==> src/rtl/fifo_w8_r16.sv <==
// Single-clock FIFO, byte-wide write side and word-wide (two bytes) read side.
// Registered read: dout updates on the edge that accepts a read.
module fifo_w8_r16 #(
  parameter int DIN_WIDTH = 8,
  parameter int WR_DEPTH  = 16
) (
  input  logic                     clk,
  input  logic                     srst,
  input  logic [DIN_WIDTH-1:0]     din,
  input  logic                     wr_en,
  input  logic                     rd_en,
  output logic [2*DIN_WIDTH-1:0]   dout,
  output logic                     full,
  output logic                     empty
);

  localparam int AW = $clog2(WR_DEPTH);
  localparam logic [AW:0] CNT_FULL = (AW+1)'(WR_DEPTH);
  localparam logic [AW:0] CNT_PAIR = (AW+1)'(2);

  logic [DIN_WIDTH-1:0]   mem_q [WR_DEPTH];
  logic [AW-1:0]          wr_ptr_q, wr_ptr_d;
  logic [AW-1:0]          rd_ptr_q, rd_ptr_d;
  logic [AW-1:0]          rd_ptr_nxt;
  logic [AW:0]            count_q, count_d;
  logic [2*DIN_WIDTH-1:0] dout_q, dout_d;
  logic                   wr_acc, rd_acc;

  assign full  = (count_q == CNT_FULL);
  assign empty = (count_q < CNT_PAIR);
  assign dout  = dout_q;

  // Acceptance uses pre-edge flags only, so a same-edge read never frees room
  // for a write and a same-edge write never completes a pair for a read.
  always_comb begin
    wr_acc     = wr_en && !full;
    rd_acc     = rd_en && !empty;
    rd_ptr_nxt = rd_ptr_q + AW'(1);
    wr_ptr_d   = wr_ptr_q;
    rd_ptr_d   = rd_ptr_q;
    count_d    = count_q;
    dout_d     = dout_q;
    if (wr_acc) begin
      wr_ptr_d = wr_ptr_q + AW'(1);
    end
    if (rd_acc) begin
      rd_ptr_d = rd_ptr_q + AW'(2);
      dout_d   = {mem_q[rd_ptr_q], mem_q[rd_ptr_nxt]};
    end
    case ({wr_acc, rd_acc})
      2'b10:   count_d = count_q + (AW+1)'(1);
      2'b01:   count_d = count_q - (AW+1)'(2);
      2'b11:   count_d = count_q - (AW+1)'(1);
      default: count_d = count_q;
    endcase
  end

  always_ff @(posedge clk) begin
    if (srst) begin
      wr_ptr_q <= '0;
      rd_ptr_q <= '0;
      count_q  <= '0;
      dout_q   <= '0;
    end else begin
      wr_ptr_q <= wr_ptr_d;
      rd_ptr_q <= rd_ptr_d;
      count_q  <= count_d;
      dout_q   <= dout_d;
    end
  end

  // Storage is not reset; pointers and count alone define what is valid.
  always_ff @(posedge clk) begin
    if (!srst && wr_acc) begin
      mem_q[wr_ptr_q] <= din;
    end
  end

endmodule

==> config.mk <==
export PLATFORM = sky130hd
export DESIGN_NAME = fifo_w8_r16
export DESIGN_NICKNAME = d
export VERILOG_FILES = /design/src/rtl/fifo_w8_r16.sv
export SDC_FILE = /design/constraint.sdc
export NUM_CORES = 1
export LEC_CHECK = 0
export CORE_ASPECT_RATIO = 0.6
export CORE_MARGIN = 2
export CORE_UTILIZATION = 57
export DETAILED_ROUTE_END_ITERATION = 8
export DONT_BUFFER_PORTS = 1
export HOLD_SLACK_MARGIN = 0.12
export PLACE_DENSITY_LB_ADDON = 0.3
export SLEW_MARGIN = 20
export SYNTH_ARGS = -nofsm -noshare
export SYNTH_HDL_FRONTEND = slang
export SYNTH_SLANG_ARGS = --single-unit
==> constraint.sdc <==
create_clock -name clk -period 4.98 [get_ports clk]
set_input_delay 0.996 -clock clk [delete_from_list [all_inputs] [get_ports clk]]
set_output_delay 0.996 -clock clk [all_outputs]
set_load 0.01 [all_outputs]
==> metrics.md, run 1 <==
| Metric | Value |
|---|---|
| Status | finished clean |
| Synth Area per Inst | 15.9 sq um |
| Cell with the most instances after synthesis | edfxtp_1 |
| Via/cell ratio | 6.21 |
| Worst Path Required | 3.98 ns |
| Routed WL | 12.7 mm |
| Power per cell area | 487 mW/mm^2 |
| Total negative slack | 0 ns |
| CTS Root Cell | clkbuf_16 |
| Peak VDD IR | 0.000326 V |
| Die X | 139 um |
| Ports | 30 |
| CP arrival | 1.69 ns |
| Share of the synthesized area in the top cell type | 61.8% |
| Number of max-cap violations | 0 |
| Clock Latency Late Sink | 0.42 ns |
| Die H | 84.9 um |
| Detailed Routing Iterations Pass 1 | 5 |
| Grt ovf | 0 |
| Fmax | 0.372 GHz |
| Endpoint class of the critical path | output port |
| Initial antenna violation count | 0 |
| Max H-tree Level | 4 |
| Hold Slack | 0.515 ns |
| Clk slew on worst S/H paths | 0.06 ns |
| Synth-to-Final Area Change | 12.0% |
| Worst Path Max Fanout | 4 |
| Slew margin rel. | 28.3% |
| Mapped Area | 0.00622 sq mm |
| Fin. max-slew vios | 0 |
| Drc violations | 0 |
| Largest net degree at the start of global routing | 67 |
| Placer Congestion | 0.873 |
| Final setup violation count | 0 |
| Die area | 0.0118 sq mm |
| Synth cell types | 36 |
| Post-synth top flop | edfxtp_1 |
| Core area | 0.0106 sq mm |
| CTS tree | done |
| Avg WL per Cell | 23.3 um |
| Met1 Use GR | 34.8% |
| Async set-reset flop share out of synthesis | 0% |
| Antenna diode count | 0 |
| Synth cell count leaders | edfxtp_1 (128), mux2i_1 (66), a22oi_1 (32) |
| Vias | 3,392 |
| Post-DP HPWL | 8.14 mm |
| Post-synth top area cell | edfxtp_1 |
| Fin crit period | 2.69 ns |
| First-pass GRT wire length | 19.5 mm |
| Synth area leaders | edfxtp_1 (62%), mux2i_1 (11%), dfxtp_1 (9.0%), a22oi_1 (3.9%), a32o_1 (2.6%) |
| YS warnings | 0 |
| Leak | 2.29 nW |
| Vias in the first global route | 3,219 |
| Syn_nets | 414 |
| Total Power Consumption | 3.40 mW |
| Number of synthesized flops with an enable pin | 128 |
| DR iter-0 viols | 358 |
| Tightest Pin Transition | 1.07 ns |
| Fill cells | 734 |
| Rows | 29 |
| Startpoint Class | register |
| Post-cts sizing count | 0 |
| Met2 Resource Use GR | 32.0% |
| GR Util met3 | 7.62% |
| Hold Fails Final Rpt | 0 |
| Share of layout cells above drive strength 1 | 10.6% |
| Top Usage Layer GRT | met1 |
| CTS Hold Buffers Added | 0 |
| Setup CP Type | reg -> out |
| Overall routing resource usage | 23.1% |
| Final setup skew | 0.00662 ns |
| #FFs+latches synth | 156 |
| Worst hold path class | reg -> reg |
| Synth Instances | 392 |
| Initial Util | 58.7% |
| Tcrit/Tclk final | 54.0% |
| Routed Antenna Nets | 0 |
| Clock Sink Count | 156 |
| Part of the Yosys area used for sequential elements | 70.8% |
| Postcts setup bufs | 0 |
| Num CTS Buffers | 17 |
| Max clock buf depth | 2 |
| Nets@finish | 416 |
| IO buf count | 0 |
| Unrepaired setup endpoints after global routing | no |
## per-stage QoR
| step | worst slack, ns | util [%] | cells | area, sq um |
|---|---|---|---|---|
| after detailed placement | 2.32 | 59.8 | 513 | 6330 |
| after global placement | 2.12 | 59.5 | 512 | 6310 |
| after floorplan | 2.49 | - | 392 | 6220 |
| final | 2.29 | 65.8 | 546 | 6970 |
| after CTS | 2.28 | 65.5 | 545 | 6940 |
| after global routing | 2.18 | 65.8 | 546 | 6970 |
## routing by layer
layer	vias to the layer above	routed length [um]	share of wire, %
met1	1710	6100	48
met4	0	221	1.7
met5	-	0	0
li1	1531	-	-
met2	127	5510	43
met3	24	913	7.2
## sequential cells by signal, summed over array words and instances (netlist names)
signal / flops
count_q: 5
dout: 16
mem_q: 128
rd_ptr_q: 3
wr_ptr_q: 4
## path summary, 6_finish.rpt
check / cells after the start / endpoint / startpoint / slack (ns)
setup / recovery: 4 / empty / count_q[1]$_SDFFE_PP0P_ / 2.29
hold reg to reg: 2 / wr_ptr_q[1]$_SDFFE_PP0P_ / wr_ptr_q[1]$_SDFFE_PP0P_ / 0.51
setup reg to reg: 10 / count_q[4]$_SDFFE_PP0P_ / count_q[1]$_SDFFE_PP0P_ / 2.35
hold / removal: 2 / wr_ptr_q[1]$_SDFFE_PP0P_ / wr_ptr_q[1]$_SDFFE_PP0P_ / 0.51
## cells by family (layout without fill, tap and decap cells)
group	after synthesis	count (layout)	share of synthesized area, %
AO/OA/AOI/OAI	65	65	8.28
XOR/XNOR	9	9	1.27
adder cells (fa/ha/maj)	10	10	2.13
AND/OR/NAND/NOR	57	57	4.52
flip-flops	156	156	70.8
multiplexers	67	67	10.8
buffers and inverters	28	43	2.21
## worst max-delay path, cell delays in order, from the launching register on
cell	delay [ns]
dfxtp_1	0.35
inv_1	0.11
ha_1	0.25
or3b_4	0.44
inv_1	0.12
## cell usage in the layout, fill, tap and decap left out, types with 3 or more instances in the layout
| cell type | count |
|---|---|
| a211oi_1 | 3 |
| a21o_1 | 3 |
| a21oi_1 | 4 |
| a22oi_1 | 32 |
| a32o_1 | 16 |
| buf_4 | 4 |
| bufinv_16 | 4 |
| clkbuf_16 | 17 |
| clkinv_1 | 3 |
| clkinv_2 | 3 |
| clkinvlp_4 | 4 |
| dfxtp_1 | 27 |
| edfxtp_1 | 128 |
| ha_1 | 9 |
| inv_1 | 6 |
| mux2i_1 | 66 |
| nand2_1 | 5 |
| nand2b_1 | 5 |
| nor2_1 | 26 |
| nor2b_1 | 3 |
| nor3_2 | 3 |
| xnor2_1 | 4 |
| xor2_1 | 5 |
## final cells by class
| class | count | area [sq um] | share of cell area, % |
|---|---|---|---|
| Sequential cell | 156 | 4410 | 63.2 |
| Multi-Input combinational cell | 208 | 1700 | 24.4 |
| Clock buffer | 18 | 429 | 6.16 |
| Clock inverter | 14 | 176 | 2.53 |
| Tap cell | 139 | 174 | 2.50 |
| Timing Repair Buffer | 5 | 57.6 | 0.826 |
| Inverter | 6 | 22.5 | 0.323 |
## power breakdown
| group | internal (mW) | total (mW) | switching (mW) |
|---|---|---|---|
| Clock | 0.829 | 1.32 | 0.492 |
| Sequential | 1.47 | 1.57 | 0.0962 |
| Combinational | 0.234 | 0.506 | 0.271 |
| Total | 2.54 | 3.40 | 0.859 |
(Power assumes the default switching activity.)
==> run 2, diff against run 1 <==
clock period = 2.58 ns   (was 4.98 ns; I/O delays follow)
==> metrics.md, run 2 (synthesis gave the netlist of run 1 again) <==
| Metric | Value |
|---|---|
| Post-DP HPWL | 8.22 mm |
| Drc violations | 0 |
| Tightest Pin Transition | 1.02 ns |
| Hold Slack | 0.159 ns |
| Fmax | 0.416 GHz |
| Clk slew on worst S/H paths | 0.06 ns |
| First-pass GRT wire length | 18.9 mm |
| Startpoint Class | register |
| CTS tree | done |
| Setup CP Type | reg -> reg |
| Final setup violation count | 0 |
| Detailed Routing Iterations Pass 1 | 5 |
| Die H | 84.9 um |
| Fin crit period | 2.40 ns |
| Share of layout cells above drive strength 1 | 12.6% |
| Critical Path Max Stage Delay | 0.43 ns |
| Commonest non-fill, non-tap cell in the layout | edfxtp_1 |
| Clock Latency Late Sink | 0.41 ns |
| Worst-path cell chain | inv_1 -> ha_1 -> or3b_4 -> nand2_2 -> nor2_1 -> fa_1 -> a21o_1 -> a21oi_1 -> xnor2_1 -> a211oi_2 |
| Multi-input gate area | 0.00168 sq mm |
| Clock Sink Count | 156 |
| Sequential share of power | 47.4% |
| IO buf count | 0 |
| Initial Util | 58.7% |
| Endpoint class of the critical path | register |
| Postcts setup bufs | 0 |
| Hold Fails Final Rpt | 0 |
| Worst hold path class | in -> reg |
| Largest net degree at the start of global routing | 25 |
| CTS Root Cell | clkbuf_16 |
| Avg WL per Cell | 22.4 um |
| Tcrit/Tclk final | 93.1% |
| Status | finished clean |
| CP arrival | 2.74 ns |
| Vias in the first global route | 3,316 |
| Peak VDD IR | 0.000675 V |
| Num CTS Buffers | 17 |
| Pint | 4.75 mW |
| Overall routing resource usage | 22.2% |
| Max H-tree Level | 4 |
| Power per cell area | 913 mW/mm^2 |
| Total Power Consumption | 6.40 mW |
| Net switching fraction of the power | 25.8% |
| Sequential Area | 0.00441 sq mm |
| Synth-to-Final Area Change | 12.7% |
| DR iter-0 viols | 380 |
| Placer Congestion | 0.899 |
| Nets@finish | 430 |
| Reg with most FFs | mem_q |
| Number of max-cap violations | 0 |
| Switching power | 1.65 mW |
| Fin. max-slew vios | 0 |
| Routed WL | 12.6 mm |
| Initial antenna violation count | 0 |
| Ports | 30 |
| Rows | 29 |
| CP max-delay cell | or3b_4 |
| Grt ovf | 0 |
| Worst Path Max Fanout | 4 |
| Vias | 3,374 |
| Most frequent cells in the layout | edfxtp_1 (128), mux2i_1 (66), a22oi_1 (32) |
| Slew margin rel. | 31.9% |
| Die X | 139 um |
| Antenna diode count | 0 |
| Max reg flops | 128 |
| Leak | 2.35 nW |
| Core area | 0.0106 sq mm |
| Comb pwr share | 15.7% |
| CP Buf/Inv Count | 1 |
| Fill cells | 726 |
| Power share of the clock group | 36.9% |
| Routed Antenna Nets | 0 |
| Final setup skew | 0.00978 ns |
| Worst Path Required | 2.92 ns |
| Max clock buf depth | 2 |
| Total negative slack | 0 ns |
| Die area | 0.0118 sq mm |
| Unrepaired setup endpoints after global routing | no |
| Via/cell ratio | 6.03 |
| Delay-heaviest family, CP | adder cells |
[run 2: cell types whose count changed in the layout (fill, tap and decap cells not counted), moves of 2 or more]
cell        before  now
clkbuf_8         0    2
clkinvlp_4       4    2
nor3_2           3    0
buf_4            4   18
bufinv_16        4    1
nor3_1           2    5
clkinv_1         3    1
[run 2: per-stage QoR]
stage	std cells	cell area [sq um]	setup WS (ns)	util (%)
after floorplan	392	6220	0.178	-
after global placement	528	6440	0.248	60.8
after detailed placement	528	6440	0.198	60.8
after CTS	560	7010	0.184	66.2
after global routing	560	7010	0.0535	66.2
final	560	7010	0.177	66.2
[run 2: worst paths after layout]
| kind | from | endpoint | slack, ns | depth (start not counted) |
|---|---|---|---|---|
| max | count_q[1]$_SDFFE_PP0P_ | count_q[4]$_SDFFE_PP0P_ | 0.18 | 10 |
| min | srst | count_q[4]$_SDFFE_PP0P_ | 0.16 | 1 |
| max reg2reg | count_q[1]$_SDFFE_PP0P_ | count_q[4]$_SDFFE_PP0P_ | 0.18 | 10 |
| min reg2reg | wr_ptr_q[1]$_SDFFE_PP0P_ | wr_ptr_q[1]$_SDFFE_PP0P_ | 0.53 | 2 |
[run 2: area by class of cell]
type	count	share of cell area, %
Tap cell	139	2.48
Timing Repair Buffer	19	2.21
Clock buffer	22	6.92
Sequential cell	156	62.9
Clock inverter	10	1.25
Multi-Input combinational cell	208	24.0
Inverter	6	0.321
[run 2: timing repair]
action	4_1_cts	5_1_grt
hold buffers	0	0
setup endpoints to repair	0	1
resized for setup	0	1
[run 2: power groups by stage]
stage	Clock [mW]	Combinational (mW)	Sequential [mW]
finish	2.36	1.00	3.03
global route	2.51	1.09	3.04
CTS	2.40	0.998	3.03
detailed placement	0	0.991	3.08
global placement	0	0.958	3.07
floorplan	0	0.830	2.98
[run 2: per-layer routing]
layer | track usage [%] | vias to the layer above | wire, um
met5 | 0 | - | 0
met4 | 10.0 | 0 | 228
met3 | 5.42 | 16 | 903
met2 | 32.2 | 126 | 5590
met1 | 32.3 | 1669 | 5840
li1 | - | 1563 | -
==> run 3, diff against run 2 <==
CTS_CLUSTER_SIZE = 10   (was unset)
DONT_BUFFER_PORTS = unset   (was 1)
MAX_ROUTING_LAYER = met4   (was unset)
==> metrics.md, run 3 (synthesis gave the netlist of run 1 again) <==
| Metric | Value |
|---|---|
| Overall routing resource usage | 24.4% |
| CP max-delay cell | or3b_4 |
| Vias | 3,622 |
| Placer Congestion | 0.875 |
| Nets@finish | 471 |
| Pre-CTS setup slack | 0.0642 ns |
| IO buf count | 29 |
| Met2 Resource Use GR | 33.9% |
| Setup CP Type | reg -> reg |
| Top Usage Layer GRT | met1 |
| Final worst slack | 0.153 ns |
| Grt ovf | 0 |
| CP Buf/Inv Count | 1 |
| Critical Path Max Stage Delay | 0.42 ns |
| Cell depth of the worst setup path | 10 |
| Fin crit period | 2.43 ns |
| Hold_sp | dout[11]$_SDFFE_PP0P_ |
| Unrepaired setup endpoints after global routing | no |
| Ports | 30 |
| Worst hold path class | reg -> reg |
| Placed inst area | 0.00682 sq mm |
| Final core utilization | 70.0% |
| Die area | 0.0118 sq mm |
| Hold Fails Final Rpt | 0 |
| Routed Antenna Nets | 0 |
| Worst Path Max Fanout | 4 |
| Status | finished clean |
| Worst setup endpoint | count_q[4]$_SDFFE_PP0P_ |
| Power share of the clock group | 36.5% |
| Hold Slack | 0.470 ns |
| R2r setup slk | 0.15 ns |
| Met1 Use GR | 35.6% |
| Post-DP HPWL | 8.56 mm |
| Worst R2R End | count_q[4]$_SDFFE_PP0P_ |
| Max clock buf depth | 2 |
| CP arrival | 2.77 ns |
| CTS tree | done |
| Worst Path Required | 2.93 ns |
| Final setup skew | 0.00632 ns |
| Sequential share of power | 45.0% |
| Via/cell ratio | 6.03 |
| Tcrit/Tclk final | 94.1% |
| Initial Util | 58.7% |
| Share of layout cells above drive strength 1 | 14.3% |
| Final setup violation count | 0 |
| GR Util met3 | 6.43% |
| First-pass GRT wire length | 20.2 mm |
| Switching power | 1.71 mW |
| Antenna diode count | 0 |
| Pint | 4.96 mW |
| Rows | 29 |
| Power per cell area | 900 mW/mm^2 |
| Most frequent cells in the layout | edfxtp_1 (128), mux2i_1 (66), a22oi_1 (32) |
| Initial antenna violation count | 0 |
| Endpoint class of the critical path | register |
| Number of max-cap violations | 0 |
| Slew margin rel. | 31.1% |
| Num CTS Buffers | 17 |
| Die H | 84.9 um |
| Delay-heaviest family, CP | adder cells |
| CTS Root Cell | clkbuf_16 |
| Clk slew on worst S/H paths | 0.06 ns |
| Die X | 139 um |
| Core area | 0.0106 sq mm |
| Postcts setup bufs | 0 |
| DR iter-0 viols | 407 |
| Max reg flops | 128 |
| Critical Path Start | count_q[1]$_SDFFE_PP0P_ |
| Leak | 2.52 nW |
| Largest net degree at the start of global routing | 28 |
| Fin. max-slew vios | 0 |
| Tightest Pin Transition | 1.03 ns |
| Design area | 0.00741 sq mm |
| Synth-to-Final Area Change | 19.1% |
| Commonest non-fill, non-tap cell in the layout | edfxtp_1 |
| Max H-tree Level | 4 |
| Comb pwr share | 18.5% |
| Fmax | 0.412 GHz |
| Vias in the first global route | 3,549 |
| Routed WL | 13.1 mm |
| Peak VDD IR | 0.000674 V |
| Startpoint Class | register |
| Net switching fraction of the power | 25.6% |
| Clock Sink Count | 156 |
| Detailed Routing Iterations Pass 1 | 5 |
| Drc violations | 0 |
| Reg with most FFs | mem_q |
| RR Startpoint | count_q[1]$_SDFFE_PP0P_ |
| Avg WL per Cell | 21.8 um |
| Total negative slack | 0 ns |
| Worst-path cell chain | inv_1 -> ha_2 -> or3b_4 -> nand2_2 -> nor2_2 -> fa_1 -> a21o_1 -> a21oi_1 -> xnor2_1 -> a211oi_2 |
| Worst-case reg-to-reg path depth | 10 |
| Clock Latency Late Sink | 0.42 ns |
## run 3: stage by stage
stage	cells	total power, mW
6_report	601	6.67
5_1_grt	601	6.93
4_1_cts	601	6.69
3_5_place_dp	569	4.26
3_3_place_gp	569	4.23
2_1_floorplan	392	3.81
## run 3: power by group through the flow
stage	registers [mW]	clock network, mW	logic (mW)
after global placement	3.05	0	1.18
after global routing	3.01	2.59	1.33
after floorplan	2.98	0	0.830
final	3.00	2.43	1.24
after CTS	3.00	2.47	1.22
after detailed placement	3.05	0	1.22
## run 3: what timing repair did
item / CTS / global route
resized for setup: 2 / 2
setup endpoints to repair: 1 / 3
hold buffers: 0 / 0
## run 3: layout make-up
class                   count  area, sq um
fillers                   678         3180
well taps                 139          174
clock buffers              18          429
repair buffers             60          537
clock inverters            14          153
multi-input cells         208         1690
flip-flops and latches    156         4410
inverters                   6         22.5
## run 3: metal layers
layer  vias up  part of all wire [%]
li1       1644                     -
met1      1817                    48
met2       130                    45
met3        31                   6.1
met4         0                   1.5
met5         -                     0
## run 3: worst min path at each step
stage | to | depth (start not counted) | slack (ns)
after floorplan | wr_ptr_q[1]$_SDFFE_PP0P_ | 2 | 0.48
after global placement | dout[3]$_SDFFE_PP0P_ | 1 | 0.46
after detailed placement | dout[11]$_SDFFE_PP0P_ | 1 | 0.46
after CTS | dout[11]$_SDFFE_PP0P_ | 1 | 0.47
after global routing | dout[2]$_SDFFE_PP0P_ | 1 | 0.50
final | dout[11]$_SDFFE_PP0P_ | 1 | 0.47
